===== config.mk =====
export PLATFORM = sky130hd
export DESIGN_NAME = key_debounce_flat
export DESIGN_NICKNAME = d
export VERILOG_FILES = /design/src/rtl/key_debounce_if.sv /design/src/rtl/key_debounce.sv /design/src/flat_wrapper.sv
export SDC_FILE = /design/constraint.sdc
export NUM_CORES = 1
export LEC_CHECK = 0
export BUFFER_PORTS_ARGS = -buffer_cell sky130_fd_sc_hd__buf_2
export CORE_UTILIZATION = 55
export DETAILED_ROUTE_END_ITERATION = 10
export PLACE_DENSITY = 0.72
export SLEW_MARGIN = 10
export SYNTH_ARGS = -nofsm -noshare
export SYNTH_HDL_FRONTEND = slang
export SYNTH_SLANG_ARGS = --single-unit

===== constraint.sdc =====
create_clock -name clk -period 4.64 [get_ports clk]
set_clock_uncertainty 0.1 [all_clocks]
set_input_delay 0.928 -clock clk [delete_from_list [all_inputs] [get_ports clk]]
set_output_delay 0.928 -clock clk [all_outputs]
set_load 0.005 [all_outputs]

===== src/rtl/key_debounce_if.sv =====
// key_debounce_if: key pins in, debounced level and event pulses out
interface key_debounce_if #(
  parameter int KEY_WIDTH = 4
);
  logic [KEY_WIDTH-1:0] key_n;
  logic [KEY_WIDTH-1:0] key_state;
  logic [KEY_WIDTH-1:0] key_press;
  logic [KEY_WIDTH-1:0] key_release;
  logic [KEY_WIDTH-1:0] key_long;
  modport master (
    output key_n,
    input  key_state,
    input  key_press,
    input  key_release,
    input  key_long
  );
  modport slave (
    input  key_n,
    output key_state,
    output key_press,
    output key_release,
    output key_long
  );
endinterface


===== src/rtl/key_debounce.sv =====
// key_debounce: synchronises active-low keys, debounces each one and emits press/release/long pulses
module key_debounce #(
  parameter int KEY_WIDTH       = 4,
  parameter int DEBOUNCE_CYCLES = 1000000,
  parameter int LONG_CYCLES     = 50000000
) (
  input logic           clk,
  input logic           rst,
  key_debounce_if.slave b
);
  localparam int DW = $clog2(DEBOUNCE_CYCLES);
  localparam int LW = $clog2(LONG_CYCLES);
  localparam logic [DW-1:0] D_LAST = DW'(DEBOUNCE_CYCLES - 1);
  localparam logic [LW-1:0] L_LAST = LW'(LONG_CYCLES - 1);
  typedef enum logic [2:0] {IDLE, PRESS_FILT, PRESSED, LONG_HELD, REL_FILT} state_t;
  logic [KEY_WIDTH-1:0] sync0, sync1, s, lvl_v, prs_v, rel_v, lng_v;
  always_ff @(posedge clk)
    if (rst) begin
      sync0 <= '1;
      sync1 <= '1;
    end else begin
      sync0 <= b.key_n;
      sync1 <= sync0;
    end
  assign s = ~sync1;
  for (genvar i = 0; i < KEY_WIDTH; i++) begin : g_key
    state_t        st;
    logic [DW-1:0] dcnt;
    logic [LW-1:0] lcnt;
    logic          long_done, prs, rel, lng;
    always_ff @(posedge clk)
      if (rst) begin
        st        <= IDLE;
        dcnt      <= '0;
        lcnt      <= '0;
        long_done <= 1'b0;
        prs       <= 1'b0;
        rel       <= 1'b0;
        lng       <= 1'b0;
      end else begin
        prs <= 1'b0;
        rel <= 1'b0;
        lng <= 1'b0;
        case (st)
          IDLE:
            if (s[i]) begin
              st   <= PRESS_FILT;
              dcnt <= '0;
            end
          PRESS_FILT:
            if (!s[i]) begin
              st   <= IDLE;
              dcnt <= '0;
            end else if (dcnt == D_LAST) begin
              st   <= PRESSED;
              prs  <= 1'b1;
              lcnt <= '0;
            end else dcnt <= dcnt + 1'b1;
          PRESSED:
            if (!s[i]) begin
              st   <= REL_FILT;
              dcnt <= '0;
            end else if (lcnt == L_LAST) begin
              st        <= LONG_HELD;
              lng       <= 1'b1;
              long_done <= 1'b1;
            end else lcnt <= lcnt + 1'b1;
          LONG_HELD:
            if (!s[i]) begin
              st   <= REL_FILT;
              dcnt <= '0;
            end
          REL_FILT:
            if (s[i]) st <= long_done ? LONG_HELD : PRESSED;
            else if (dcnt == D_LAST) begin
              st        <= IDLE;
              rel       <= 1'b1;
              long_done <= 1'b0;
            end else dcnt <= dcnt + 1'b1;
          default: st <= IDLE;
        endcase
      end
    assign lvl_v[i] = (st == PRESSED) || (st == LONG_HELD) || (st == REL_FILT);
    assign prs_v[i] = prs;
    assign rel_v[i] = rel;
    assign lng_v[i] = lng;
  end
  always_ff @(posedge clk)
    if (rst) begin
      b.key_state   <= '0;
      b.key_press   <= '0;
      b.key_release <= '0;
      b.key_long    <= '0;
    end else begin
      b.key_state   <= lvl_v;
      b.key_press   <= prs_v;
      b.key_release <= rel_v;
      b.key_long    <= lng_v;
    end
endmodule


===== src/flat_wrapper.sv =====
// flat-port wrapper written by rule: the top's interface ports become plain ports
module key_debounce_flat 
#(
  parameter int KEY_WIDTH       = 4,
  parameter int DEBOUNCE_CYCLES = 1000000,
  parameter int LONG_CYCLES     = 50000000
)
  (clk, rst, b_key_n, b_key_state, b_key_press, b_key_release, b_key_long);
  key_debounce_if #(.KEY_WIDTH(KEY_WIDTH)) b_i ();
  input logic clk;
  input logic rst;
  input wire logic [$bits(b_i.key_n)-1:0] b_key_n;
  output wire logic [$bits(b_i.key_state)-1:0] b_key_state;
  output wire logic [$bits(b_i.key_press)-1:0] b_key_press;
  output wire logic [$bits(b_i.key_release)-1:0] b_key_release;
  output wire logic [$bits(b_i.key_long)-1:0] b_key_long;
  assign b_i.key_n = b_key_n;
  assign b_key_state = b_i.key_state;
  assign b_key_press = b_i.key_press;
  assign b_key_release = b_i.key_release;
  assign b_key_long = b_i.key_long;
  key_debounce #(.KEY_WIDTH(KEY_WIDTH), .DEBOUNCE_CYCLES(DEBOUNCE_CYCLES), .LONG_CYCLES(LONG_CYCLES)) u_core (.clk(clk), .rst(rst), .b(b_i));
endmodule

==> flow_metrics.py <==
metrics = {
    "routing": {
        "first_pass_iters": 5,
        "drcViolationCount": 0,
        "wl_per_cell_um": 14.6,
        "viasPerCell": 5.97,
        "drtIter0Drc": 582,
        "finalWirelength_um": 24900,
        "antenna_left": 0,
        "vias": 10200,
    },
    "synth": {
        "yosysWarnings": 0,
        "synth_area_leaders": "dfxtp_1 41%, nor2_1 6.0%, xnor2_1 5.5%, nand2_1 3.5%, a21oi_1 3.4%",
        "syn-num-nets": 1432,
        "synth-seq-cells": 236,
        "synth_top_family_by_area": "simple AND/OR/NAND/NOR gates",
        "synth_compound_area_share_pct": 12.4,
        "synth_top_cell_by_area": "dfxtp_1",
        "async_flop_share_pct": 0,
        "synth_xor_area_share_pct": 7.89,
        "yosys.area_share.simple_pct": 34.3,
        "synth.top_cell.area_share_pct": 40.5,
        "synth_mux_area_share_pct": 0.784,
        "synth_seq_area_share_pct": 40.5,
        "synth_edf_count": 0,
        "ys_types": 77,
        "synth_cells": 1418,
        "syn-cell-area_sq_mm": 0.0117,
        "synth_ff_type": "dfxtp_1",
        "synthAdderAreaFrac_pct": 0.859,
        "synth.avg_cell_area_sq_um": 8.22,
    },
    "grt": {
        "grt_pass1_wl_um": 42800,
        "antenna_found_initial": 0,
        "grt_pass1_vias": 9115,
        "grt_overflow_total": 0,
        "grt_max_degree": 30,
        "grt_usage_pct": 23.1,
    },
    "sta": {
        "worstMarginPinSlew_ns": 1.13,
        "finalHoldViolations": 0,
        "setup_viol": 0,
        "setup-tns-final_ns": 0,
        "finalCritPeriodShare_pct": 64.1,
        "timing.hold.ws_ns": 0.314,
        "setup_slack_ns": 1.66,
        "rsz0062_at_grt": "false",
        "drv_slew": 0,
        "maxSlewHeadroom_pct": 24.4,
        "min_period_ns": 2.98,
        "fmax_mhz": 336,
    },
    "power": {
        "switchingPower_w": 0.000903,
        "pwr-share-comb_pct": 2.2,
        "clkPwrFrac_pct": 50.0,
        "powerDensity_mw_per_mm2": 333,
        "ir_worst_vdd_mv": 0.248,
        "p_sw_share_pct": 21.2,
        "internal_power_w": 0.00336,
        "leakage_nw": 4.11,
        "pwr-share-seq_pct": 47.9,
    },
    "min_path": {
        "holdCritPathClass": "reg -> reg",
        "hold_depth": 1,
    },
    "final_layout": {
        "fin_area_sq_mm": 0.0128,
        "layout.nets": 1430,
        "n_antenna_cell": 0,
        "regArea_sq_mm": 0.00472,
        "fill_cells": 1817,
        "drive_gt1_share_pct": 7.74,
        "multiInputGateArea_sq_mm": 0.00657,
        "areaGrowthSynthToFinish_pct": 10.1,
        "final_util_pct": 62.6,
    },
    "clocking": {
        "ctsResizeCount": 0,
        "cts_max_path_buffers": 3,
        "cts_buffers": 26,
        "cts_root_buffer": "clkbuf_16",
        "cts_setup_buffers": 0,
        "cts_tree": "done",
        "holdBufCountCts": 0,
        "cts-htree-levels": 1,
        "clk_pin_slew_ns": 0.06,
        "clk_latency_ns": 0.52,
        "cts_num_sinks": 236,
    },
    "placed_design": {
        "placedInstanceArea_sq_mm": 0.0119,
        "dp_hpwl_um": 16800,
        "io_buffers": 21,
        "dpl_worst_slack_ns": 1.69,
        "gp_congestion": 0.817,
    },
    "worst_setup_path": {
        "cp_max_fo": 20,
        "crit_chain": "nor4b_1 > nand4_1 > o21ai_1 > nand3_1 > or4_1 > a21oi_1",
        "worst_path_largest_cell_delay_ns": 0.69,
        "slowest_stage": "or4_1",
        "end_kind": "flop",
        "critPathRequiredTime_ns": 4.99,
        "rr_worst_depth": 6,
        "cp.depth": 6,
        "crit_family": "simple AND/OR/NAND/NOR gates",
        "crit_path_start_kind": "flop",
        "worstSetupPathType": "reg -> reg",
        "worstPathArrival_ns": 3.33,
        "crit_buf_inv": 0,
    },
    "floorplan": {
        "die-area_sq_mm": 0.0218,
        "die_x_um": 148,
        "row_count": 52,
        "die_y_um": 148,
        "ios": 22,
        "start_util_pct": 56.9,
        "core-area_sq_mm": 0.0205,
    },
    "run": {
        "maxCapViolCount": 0,
    },
    "run_status": {
        "status": "complete, no violations",
    },
}
routing by layer:
metal / global-route usage [%] / wire length (um) / vias to the layer above
li1: - / - / 5153
met1: 31.9 / 12200 / 4782
met2: 38.0 / 11400 / 195
met3: 2.96 / 863 / 36
met4: 6.08 / 423 / 0
met5: 0 / 0 / -
cell usage after synthesis (17+ instances only):
master and count:
xor2_1 32, xnor2_1 73, nor3_1 66, or3_1 33
nor2_1 186, inv_1 31, and3_1 26, clkbuf_1 47
o21ai_0 39, o31ai_1 21, a21oi_1 80, nor4_1 28
o21ai_1 17, dfxtp_1 236, nand4_1 50, nand2_1 108
nand3_1 78, or4_1 25, nor2b_1 23, and4_1 19
final timing paths:
check | from | end | slack [ns]
max | u_core.g_key[2].dcnt[6]$_SDFFE_PP0P_ | u_core.g_key[2].lcnt[14]$_SDFFE_PP0P_ | 1.66
min | u_core.sync0[2]$_SDFF_PP1_ | u_core.sync1[2]$_SDFF_PP1_ | 0.31
max reg2reg | u_core.g_key[2].dcnt[6]$_SDFFE_PP0P_ | u_core.g_key[2].lcnt[14]$_SDFFE_PP0P_ | 1.66
min reg2reg | u_core.sync0[2]$_SDFF_PP1_ | u_core.sync1[2]$_SDFF_PP1_ | 0.31
flip-flops by register name, summed over array words and instances (netlist names):
name / flops
u_core.sync0: 4
u_core.g_key.rel: 4
u_core.g_key.lng: 4
u_core.b.key_release: 4
u_core.g_key.long_done: 4
u_core.g_key.st: 12
u_core.b.key_state: 4
u_core.sync1: 4
u_core.g_key.dcnt: 80
u_core.b.key_long: 4
u_core.g_key.prs: 4
u_core.g_key.lcnt: 104
u_core.b.key_press: 4
power groups by stage:
stage	sequential [W]	combinational, W	clock (W)
finish	0.00204	0.0000929	0.00213
global route	0.00204	0.000104	0.00227
CTS	0.00204	0.0000931	0.00218
detailed placement	0.00209	0.0000926	0
global placement	0.00209	0.0000924	0
floorplan	0.00208	0.0000704	0
stage by stage:
stage,power [W],std cells
after global placement,0.00218,1658
after detailed placement,0.00218,1658
final,0.00427,1704
after global routing,0.00442,1704
after floorplan,0.00215,1418
after CTS,0.00432,1704
cells by family (layout without fill, tap and decap cells):
family | count (synthesis) | count (layout)
AND/OR/NAND/NOR | 736 | 736
multiplexers | 9 | 9
AO/OA/AOI/OAI | 232 | 232
buffers and inverters | 92 | 108
XOR/XNOR | 105 | 105
adder cells (fa/ha/maj) | 8 | 8
flip-flops | 236 | 236
cell usage in the layout, fill, tap and decap left out, drive strengths merged, types with 13 or more instances in the layout:
cell type and n:
dfxtp 236, nor2 186, nand2 108, a21oi 81, nand3 78, xnor2 73, nor3 67, o21ai 57
nand4 50, nor4 39, clkbuf 34, or3 33, xor2 32, inv 31, buf 30, and3 26
or4 26, nor2b 23, o31ai 21, and4 20, o211ai 13
area by class of cell:
class	count	area share, %
multi-input cells	1090	51.2
flip-flops and latches	236	36.8
repair buffers	30	1.35
clock inverters	12	1.17
clock buffers	34	5.86
inverters	32	0.936
well taps	270	2.63
No activity file was read; power rests on OpenSTA's default activity.
